$ cat config.mk
export PLATFORM = sky130hd
export DESIGN_NAME = alu_exec_unit
export DESIGN_NICKNAME = d
export VERILOG_FILES = /design/src/rtl/alu_pkg.sv /design/src/rtl/alu_comb_core.sv /design/src/rtl/alu_exec_unit.sv
export SDC_FILE = /design/constraint.sdc
export NUM_CORES = 1
export LEC_CHECK = 0
export ABC_AREA = 0
export CAP_MARGIN = 10
export CORE_ASPECT_RATIO = 1.25
export CORE_MARGIN = 2
export CORE_UTILIZATION = 40
export CTS_BUF_LIST = sky130_fd_sc_hd__clkbuf_16
export DETAILED_ROUTE_END_ITERATION = 8
export MAX_ROUTING_LAYER = met4
export PLACE_DENSITY = 0.68
export SETUP_SLACK_MARGIN = 0.5
export SLEW_MARGIN = 20
export SYNTH_ARGS = -nofsm -noshare
export SYNTH_HDL_FRONTEND = slang
export SYNTH_HIERARCHICAL = 1
export SYNTH_SLANG_ARGS = --single-unit
$ cat constraint.sdc
create_clock -name clk -period 2.15 [get_ports clk]
set_clock_uncertainty 0.2 [all_clocks]
set_input_delay 0.43 -clock clk [delete_from_list [all_inputs] [get_ports clk]]
set_output_delay 0.43 -clock clk [all_outputs]
set_load 0.01 [all_outputs]
$ cat src/rtl/alu_pkg.sv
// alu_pkg: shared ALU control codes and execution-unit state encoding.
package alu_pkg;
  localparam logic [2:0] ALU_AND = 3'b000;
  localparam logic [2:0] ALU_OR  = 3'b001;
  localparam logic [2:0] ALU_ADD = 3'b010;
  localparam logic [2:0] ALU_XOR = 3'b011;
  localparam logic [2:0] ALU_NOR = 3'b100;
  localparam logic [2:0] ALU_MUL = 3'b101;
  localparam logic [2:0] ALU_SUB = 3'b110;
  localparam logic [2:0] ALU_SLT = 3'b111;
  typedef enum logic [1:0] {IDLE, MUL, DONE} state_t;
endpackage

$ cat src/rtl/alu_comb_core.sv
// alu_comb_core: single-cycle ALU ops; codes without a single-cycle op (incl. mul) flag illegal.
module alu_comb_core
  import alu_pkg::*;
#(
  parameter int WIDTH = 32
) (
  input  logic [2:0]       code,
  input  logic [WIDTH-1:0] a,
  input  logic [WIDTH-1:0] b,
  output logic [WIDTH-1:0] result,
  output logic             illegal
);
  always_comb begin
    illegal = 1'b0;
    case (code)
      ALU_AND: result = a & b;
      ALU_OR:  result = a | b;
      ALU_ADD: result = a + b;
      ALU_XOR: result = a ^ b;
      ALU_NOR: result = ~(a | b);
      ALU_SUB: result = a - b;
      ALU_SLT: result = {{(WIDTH-1){1'b0}}, $signed(a) < $signed(b)};
      default: begin
        result  = '0;
        illegal = 1'b1;
      end
    endcase
  end
endmodule

$ cat src/rtl/alu_exec_unit.sv
// alu_exec_unit: handshaked ALU execution stage; define ALU_MUL_EN to enable the
// iterative shift-add multiply on code 101 (otherwise 101 completes as illegal).
module alu_exec_unit
  import alu_pkg::*;
#(
  parameter int WIDTH = 32
) (
  input  logic             clk,
  input  logic             reset,
  input  logic             in_valid,
  output logic             in_ready,
  input  logic [2:0]       gout,
  input  logic [WIDTH-1:0] a,
  input  logic [WIDTH-1:0] b,
  output logic             out_valid,
  input  logic             out_ready,
  output logic [WIDTH-1:0] result,
  output logic             zero,
  output logic             illegal_op
);
  state_t           state_q, state_d;
  logic [WIDTH-1:0] result_q, result_d;
  logic             zero_q, zero_d;
  logic             illegal_q, illegal_d;
  logic [WIDTH-1:0] core_res;
  logic             core_ill;

  alu_comb_core #(.WIDTH(WIDTH)) u_core (
    .code    (gout),
    .a       (a),
    .b       (b),
    .result  (core_res),
    .illegal (core_ill)
  );

`ifdef ALU_MUL_EN
  localparam int CW = $clog2(WIDTH + 1);
  logic [WIDTH-1:0] mcand_q, mcand_d;
  logic [WIDTH-1:0] mplier_q, mplier_d;
  logic [WIDTH-1:0] acc_q, acc_d;
  logic [CW-1:0]    cnt_q, cnt_d;

  always_ff @(posedge clk or posedge reset) begin
    if (reset) begin
      mcand_q  <= '0;
      mplier_q <= '0;
      acc_q    <= '0;
      cnt_q    <= '0;
    end else begin
      mcand_q  <= mcand_d;
      mplier_q <= mplier_d;
      acc_q    <= acc_d;
      cnt_q    <= cnt_d;
    end
  end
`endif

  always_ff @(posedge clk or posedge reset) begin
    if (reset) begin
      state_q   <= IDLE;
      result_q  <= '0;
      zero_q    <= 1'b0;
      illegal_q <= 1'b0;
    end else begin
      state_q   <= state_d;
      result_q  <= result_d;
      zero_q    <= zero_d;
      illegal_q <= illegal_d;
    end
  end

  always_comb begin
    state_d   = state_q;
    result_d  = result_q;
    zero_d    = zero_q;
    illegal_d = illegal_q;
`ifdef ALU_MUL_EN
    mcand_d   = mcand_q;
    mplier_d  = mplier_q;
    acc_d     = acc_q;
    cnt_d     = cnt_q;
`endif
    case (state_q)
      IDLE: begin
        if (in_valid) begin
`ifdef ALU_MUL_EN
          if (gout == ALU_MUL) begin
            mcand_d  = a;
            mplier_d = b;
            acc_d    = '0;
            cnt_d    = '0;
            state_d  = MUL;
          end else begin
            result_d  = core_res;
            zero_d    = core_res == '0;
            illegal_d = core_ill;
            state_d   = DONE;
          end
`else
          result_d  = core_res;
          zero_d    = core_res == '0;
          illegal_d = core_ill;
          state_d   = DONE;
`endif
        end
      end
`ifdef ALU_MUL_EN
      MUL: begin
        acc_d    = acc_q + (mplier_q[0] ? mcand_q : '0);
        mcand_d  = mcand_q << 1;
        mplier_d = mplier_q >> 1;
        cnt_d    = cnt_q + 1'b1;
        if (cnt_q == CW'(WIDTH - 1)) begin
          result_d  = acc_d;
          zero_d    = acc_d == '0;
          illegal_d = 1'b0;
          state_d   = DONE;
        end
      end
`endif
      DONE: state_d = out_ready ? IDLE : DONE;
      default: state_d = IDLE;
    endcase
  end

  assign in_ready   = state_q == IDLE;
  assign out_valid  = state_q == DONE;
  assign result     = result_q;
  assign zero       = zero_q;
  assign illegal_op = illegal_q;
endmodule

Word level (Yosys, flattened, before mapping)
Cells that the tools add are included.
- $add $sub $neg: 2
- $lt $le $gt $ge: 1
- eq/ne operators: 8
- muxes and demuxes: 5
- bitwise operators: 4
- reduce and logical (&&, ||, !) cells: 5
- operators with widths (kind ; count):
    $pmux 32 s7 ; 1
    $add 32x32->32 ; 1
    $and 32x32->32 ; 1
    $logic_not 32->1 ; 1
    $lt 32x32->1 ; 1
    $not 32->32 ; 1
    $or 32x32->32 ; 1
    $sub 32x32->32 ; 1
    $xor 32x32->32 ; 1
    $eq 3x3->1 const B ; 3
    $reduce_or 7->1 ; 1
    $eq 3x2->1 const B ; 2
    $mux 2 ; 2
    $pmux 2 s2 ; 1
    $eq 3x1->1 const B ; 1
    $logic_not 3->1 ; 1
    $eq 2x2->1 const B ; 1
    $logic_not 2->1 ; 1
    $ne 2x2->1 const B ; 1
    $reduce_and 2->1 ; 1
    $mux 1 ; 1
- register bits: 36
- input bits: 71
- output and inout port bits: 36
- word-level logic and storage cells: 29

Longest topological paths before layout
Gate-level depths: netlist of the first run.
- word-level depth: 4
- depth in mapped cells: 15
- depth with buffers taken out: 15

Hierarchy
The synthesis of the first run kept the hierarchy.
- by module, submodules not included (module ; times used ; cells each ; area an instance (µm²) ; sequential area each (µm²)):
    alu_comb_core ; 1 ; 830 ; 5342.6 ; 0.0
    alu_exec_unit ; 1 ; 159 ; 1418.9 ; 875.8

Least setup slack after synthesis of the first run
OpenSTA, ideal clock, no wires.
- path kind: in2reg
- start: in a[13]
- end: reg zero_q, in the netlist zero
- library setup time: 0.092 ns
- arrival time: 3.432 ns
- data required time: 1.858 ns
- path slack: -1.573 ns
- stages on the path: 14
- path buffers: 0
- cells stage by stage: inv_1 -> ha_1 -> or3_4 -> or2_0 -> a211oi_2 -> a21oi_2 -> a31oi_4 -> a21oi_2 -> o31a_1 -> a221o_1 -> a221o_1 -> nor4_2 -> nand4_1 -> o31ai_2
- elaborated cells between the ends (all ways): 9
- those cells by class: add/sub (2); order compare (1); mux (1); bitwise (4); reduce/logical (1)
- RTL lines (what ; RTL line ; text):
    start: declaration ; alu_exec_unit.sv:13 ; input logic [WIDTH-1:0] a,
    $sub 32x32->32 or $add 32x32->32 (tied branches) ; alu_comb_core.sv:21, alu_comb_core.sv:18 ;
    $pmux 32 s7 * ; alu_comb_core.sv:15 ; case (code)
    named net core_res[24] ; alu_exec_unit.sv:25 ; logic [WIDTH-1:0] core_res;
    $logic_not 32->1 * ; alu_exec_unit.sv:101 ; zero_d = core_res == '0;
    end signal: assignment ; alu_exec_unit.sv:67 ; zero_q <= zero_d;
    end: declaration ; alu_exec_unit.sv:23 ; logic zero_q, zero_d;
The timed path passes the listed nets; every way through them passes the cells marked *.
A chain may end at the register's enable or synchronous reset.

Worst setup path after layout of the first run
- start: in b[0]
- end: reg zero_q, in the netlist zero
- elaborated cells between the ends (all ways): 9
- those cells by class: add/sub (2); order compare (1); mux (1); bitwise (4); reduce/logical (1)
- RTL lines (what ; RTL line ; text):
    start: declaration ; alu_exec_unit.sv:14 ; input logic [WIDTH-1:0] b,
    $sub 32x32->32 or $add 32x32->32 (tied branches) ; alu_comb_core.sv:21, alu_comb_core.sv:18 ;
    $pmux 32 s7 * ; alu_comb_core.sv:15 ;
    named net core_res[22] ; alu_exec_unit.sv:25 ;
    $logic_not 32->1 * ; alu_exec_unit.sv:101 ;
Marked as above.

==> flow_summary.yaml, run 1 <==
outcome:
  status: "finished with violations"
  violations: "setup timing"
clock_tree:
  worstSkewPairLatency_ps: 280
  root_buffer: "clkbuf_16"
  clkSinkCount: 35
  cts_buffer_depth: 2
  path_clk_slew_ps: 60
  cts_tree: "yes"
  htree_levels: 2
  cts_made_buffers: 5
grt:
  grtUsageMet3_pct: 4.43
  antenna_found_initial: 0
  first_global_vias: 9877
  track_usage_pct: 35.7
  use_met1_pct: 37.6
  gr-total-overflow: 0
  grtUsageMet2_pct: 64.3
  grt_max_degree: 36
  busiest_layer: "met2"
  grt_pass1_wl_mm: 49.7
synthesis:
  yosysTopAreaCell: "ha_1"
  synth-async-reset-ratio_pct: 100
  synth_warnings: 6
  ys_seq_area_share_pct: 13.0
  synth_commonest_cells: "nand2_1, ha_1, inv_1, nor2_1, a21oi_1"
  synth_edf_count: 0
  ys.flop_type: "dfrtp_1"
  syn_area_per_cell_um2: 6.84
  synth.distinct_cells: 75
  synthDominantCellAreaShare_pct: 18.3
  syn_nets: 1161
  yosysMostFrequentCell: "nand2_1"
  synth_cells: 989
  synth_seq_cells: 35
  synth_area_leaders: "ha_1, dfrtp_1, nand2_1"
  syn_area_mm2: 0.00676
layout:
  area_growth_pct: 87.3
  drive_gt1_share_pct: 50.2
  finish.cell_count_without_fillers: 1665
  antennaDiodeCount: 0
  fillers: 1247
  fin_area_mm2: 0.0127
  fin_nets: 1616
critical_path:
  cp_cell_sequence: "buf_8 -> ha_4 -> inv_4 -> fa_2 -> nand2b_4 -> a2111o_1 -> a31oi_2 -> a311oi_2 -> o21ai_2 -> or2_1 -> o221ai_2 -> a221o_1 -> nor4_2 -> nand4_1 -> o31ai_2"
  cp_max_fo: 3
  slowest_stage: "a2111o_1"
  critPathCapture: "zero"
  cp-end-kind: "flip-flop"
  required_ps: 2140
  crit_start: "b[0]"
  r2r_slack_ps: 740
  cp_slowest_stage_delay_ps: 420
  regToRegStartpoint: "state_q[1]"
  cp.arrival_ps: 3670
  crit_type: "input port to flip-flop"
  start_kind: "input port"
  r2r-end: "zero"
  reg2reg_depth: 3
sta:
  slew_viol_final: 0
  worst_slew_pin_slew_ps: 472
  fmax_mhz: 271
  setup_ws_ps: -1540
  grt_setup_unrepaired: "yes"
  timing.slew.headroom_pct: 68.5
  setup_viol: 30
  final_hold_viol_count: 0
  fin_crit_sh_pct: 171
  period_needed_ps: 3690
  tns_ps: -28090
floorplan:
  start_util_pct: 40.5
  core_area_mm2: 0.0167
  dieArea_mm2: 0.0180
  io_pins: 107
  rows: 53
  die_x_um: 120
  die_h_um: 149
power:
  p_per_area_mw_per_mm2: 433
  max-vdd-ir-drop_mv: 0.369
  leakagePower_nw: 6.07
routing:
  drtIter0Drc: 986
  routed_wl_mm: 33.0
  drc: 0
  drt_pass1_iterations: 7
  num_vias: 9666
  routedWlPerCell_um: 19.8
  viasPerCell: 5.81
  postRouteAntennaNets: 0
placement:
  dp.cells: 1591
  place_congestion: 1.02
  portBuffers: 106
  placed_area_mm2: 0.0109
  dp_slack_ps: -2340
  hpwlAfterDp_mm: 24.1
min_path:
  hold_path.class: "flip-flop to flip-flop"
run:
  drv_cap: 0
==> stage by stage <==
step	utilization, %	hold slack (ps)	power, mW
floorplan	-	305	2.39
global placement	65.0	253	3.99
detailed placement	65.0	255	4.03
CTS	72.5	264	5.16
global route	75.8	291	5.77
finish	75.8	260	5.48
==> worst max-delay path, delay by kind of cell <==
kind / cells / cell delay (ps)
compound gates: 7 / 1820
simple gates: 4 / 800
fa+ha+maj: 2 / 500
buf+inv: 2 / 110
==> report_power, final <==
group / leakage (nW) / internal, mW / switching (mW) / total (mW)
clock: 0.0838 / 0.546 / 0.283 / 0.829
sequential: 0.444 / 0.811 / 0.0812 / 0.892
combinational: 5.54 / 1.84 / 1.91 / 3.76
total: 6.07 / 3.20 / 2.28 / 5.48
==> kinds of logic (layout without fill, tap and decap cells) <==
family                     count (synthesis)  count (layout)  share of synthesized area, %
DFF                                       35              35                          13.0
adders and majority gates                101             101                          18.9
and+or+nand+nor                          346             346                          22.7
muxes                                     21              21                          3.13
buffers and inverters                    160             616                          9.12
AOI/OAI and AO/OA                        318             318                          32.2
xor gates and xnor gates                   8               8                          1.04
==> how the worst min path moves through the flow <==
stage | startpoint | endpoint | slack [ps] | cells after the start
after floorplan | result[19] | result[19] | 300 | 2
after global placement | result[19] | result[19] | 250 | 2
after detailed placement | result[31] | result[31] | 250 | 2
after CTS | result[31] | result[31] | 260 | 2
after global routing | result[16] | result[16] | 290 | 2
final | result[31] | result[31] | 260 | 2
==> final cells by class <==
type | count | area, µm² | share of cell area [%]
clock buffers | 5 | 125 | 0.988
multi-input cells | 794 | 6690 | 52.8
flip-flops and latches | 35 | 876 | 6.92
repair buffers | 510 | 4230 | 33.4
clock inverters | 3 | 43.8 | 0.346
inverters | 98 | 423 | 3.34
well taps | 220 | 275 | 2.17
==> metal layers <==
metal	share of wire (%)	vias up
met1	36	4588
li1	-	4437
met2	51	461
met5	0	-
met3	5.7	180
met4	6.9	0
==> cells in the final DEF, fill, tap and decap left out, drive strengths merged, types with 15 or more instances in the layout <==
cell type      synthesis  layout
mux2i                 20      20
o21bai                16      16
o21ai                 58      58
inv                   96      95
nand2                168     168
a21oi                 89      89
dlygate4sd2            0      49
a221o                 15      15
nor2                  89      89
dfrtp                 35      35
clkdlybuf4s50          0      25
o221ai                29      29
buf                   16     428
a22oi                 16      16
nor4                  15      15
ha                    99      99
==> flip-flops by register name (all words and copies together) (netlist names) <==
name        flops
zero            1
illegal_op      1
result         32
state_q         1
==> timing repair <==
| item | 4_1_cts | 5_1_grt |
|---|---|---|
| resized for setup | 382 | 110 |
| endpoints found under the setup margin | 69 | 34 |
| buffers inserted | 48 | 18 |
| hold buffers | 0 | 0 |
| pin swaps | 109 | 60 |
| cloned | 0 | 0 |
No activity file was read; power rests on OpenSTA's default activity.
==> run 2, diff against run 1 <==
--- a/config.mk
+++ b/config.mk
@@ -20,3 +20,4 @@
 export SYNTH_HDL_FRONTEND = slang
 export SYNTH_HIERARCHICAL = 1
 export SYNTH_SLANG_ARGS = --single-unit
+export TNS_END_PERCENT = 1
==> flow_summary.yaml, run 2 (same netlist as run 1, synthesis figures left out) <==
floorplan:
  start_util_pct: 40.5
  core_area_mm2: 0.0167
  rows: 53
  io_pins: 107
  die_x_um: 120
  dieArea_mm2: 0.0180
  die_h_um: 149
clock_tree:
  root_buffer: "clkbuf_16"
  cts_hold_buf: 0
  path_clk_slew_ps: 50
  clkSinkCount: 35
  worstSkewPairLatency_ps: 280
  cts_buffer_depth: 2
  cts_tree: "yes"
  cts_made_buffers: 5
  htree_levels: 2
routing:
  num_vias: 9332
  drtIter0Drc: 623
  routedWlPerCell_um: 17.8
  routed_wl_mm: 29.7
  drc: 0
  viasPerCell: 5.59
  drt_pass1_iterations: 6
  postRouteAntennaNets: 0
placement:
  place_congestion: 1.07
  portBuffers: 106
  hpwlAfterDp_mm: 22.1
  dp.cells: 1610
critical_path:
  cp.arrival_ps: 3760
  crit_top_cell: "buf_4"
  cp_num_buf_inv: 8
  r2r_slack_ps: 790
  required_ps: 2140
  crit_type: "input port to flip-flop"
  regToRegStartpoint: "state_q[1]"
  slowest_stage: "a221o_1"
  cp-end-kind: "flip-flop"
  r2r-end: "result[5]"
  start_kind: "input port"
  cp_top_family: "compound AO/OA/AOI/OAI gates"
  cp_slowest_stage_delay_ps: 330
  reg2reg_depth: 4
  cp_cell_sequence: "buf_8 -> inv_4 -> buf_6 -> ha_4 -> o21ba_4 -> nor4_4 -> buf_4 -> o211ai_1 -> buf_4 -> buf_4 -> a21oi_2 -> buf_4 -> o21ai_2 -> buf_4 -> a221o_1 -> a221o_1 -> nor4_2 -> nand4_1 -> o31ai_2"
  cp_max_fo: 3
layout:
  largest_reg_flops: 32
  seq_area_um2: 876
  finish.cell_count_without_fillers: 1670
  fillers: 1356
  drive_gt1_share_pct: 44.1
  layout_commonest_cell: "buf_4"
  antennaDiodeCount: 0
  multi_input_area_mm2: 0.00635
  layout_common_cells: "buf_4, nand2_1, nor2_1, a21oi_1, ha_1"
  fin_nets: 1621
  area_growth_pct: 79.6
power:
  max-vdd-ir-drop_mv: 0.275
  internal_power_mw: 2.97
  power_frac_comb_pct: 69.1
  p_per_area_mw_per_mm2: 415
  seq_power_share_pct: 17.6
  p_clk_share_pct: 13.3
  sw_frac_of_total_pct: 41.1
  total_switching_power_mw: 2.07
  leakagePower_nw: 5.99
sta:
  final_hold_viol_count: 0
  worst_slew_pin_slew_ps: 594
  fmax_mhz: 265
  fin_crit_sh_pct: 175
  grt_setup_unrepaired: "yes"
  setup_viol: 32
  timing.slew.headroom_pct: 60.0
  slew_viol_final: 0
  holdWs_ps: 263
  setup_ws_ps: -1620
  period_needed_ps: 3770
grt:
  antenna_found_initial: 0
  grt_pass1_wl_mm: 46.1
  grt_max_degree: 36
  first_global_vias: 9080
  gr-total-overflow: 0
  track_usage_pct: 32.7
min_path:
  whs_path_depth: 2
  hold_path.class: "flip-flop to flip-flop"
  whs_endpoint: "result[3]"
  hold_start: "result[3]"
outcome:
  status: "finished with violations"
  violations: "setup timing"
run:
  drv_cap: 0
-- run 2: timing repair --
action	CTS	global route
pin swaps	85	37
hold endpoints to repair	0	0
endpoints found under the setup margin	70	35
cloned	0	0
setup buffers	39	13
resized for setup	333	51
-- run 2: area by class of cell --
class                      count  area share (%)
sequential                    35            7.21
inverter                      98            3.07
timing repair buffer         515            34.0
multi-input combinational    794            52.3
clock inverter                 3          0.0927
tap                          220            2.27
clock buffer                   5            1.03
-- run 2: worst min-delay path: stages, from the launching register on --
cell and delay [ps]:
dfrtp_1 330, nand2_1 50, nand2_1 50
-- run 2: how the worst max path moves through the flow --
stage	startpoint	endpoint	slack, ps	cells after the start
floorplan	a[14]	zero	-1360	14
global placement	b[0]	zero	-2420	17
detailed placement	b[0]	zero	-2460	17
CTS	b[1]	zero	-1580	17
global route	b[1]	zero	-1830	20
finish	b[1]	zero	-1620	19
-- run 2: metal layers --
| metal | track usage [%] | share of wire [%] |
|---|---|---|
| met1 | 39.7 | 40 |
| met2 | 57.1 | 49 |
| met3 | 2.71 | 6.6 |
| met4 | 11.2 | 3.7 |
| met5 | - | 0 |
-- run 2: power groups by stage --
| stage | combinational, mW | clock (mW) | sequential, mW |
|---|---|---|---|
| after floorplan | 1.31 | 0 | 0.972 |
| after global placement | 2.98 | 0 | 0.899 |
| after detailed placement | 3.01 | 0 | 0.907 |
| after CTS | 3.29 | 0.687 | 0.893 |
| after global routing | 3.73 | 0.722 | 0.907 |
| final | 3.48 | 0.669 | 0.889 |
-- run 2: per-stage QoR --
stage	TNS, ps	utilization [%]	setup slack [ps]	total power [mW]	area (µm²)
after floorplan	-21850	-	-1360	2.28	6870
after global placement	-54410	63.8	-2420	3.88	10700
after detailed placement	-55940	63.8	-2460	3.91	10700
after CTS	-29440	71.0	-1580	4.87	11900
after global routing	-35270	72.7	-1830	5.36	12100
final	-32520	72.7	-1620	5.04	12100
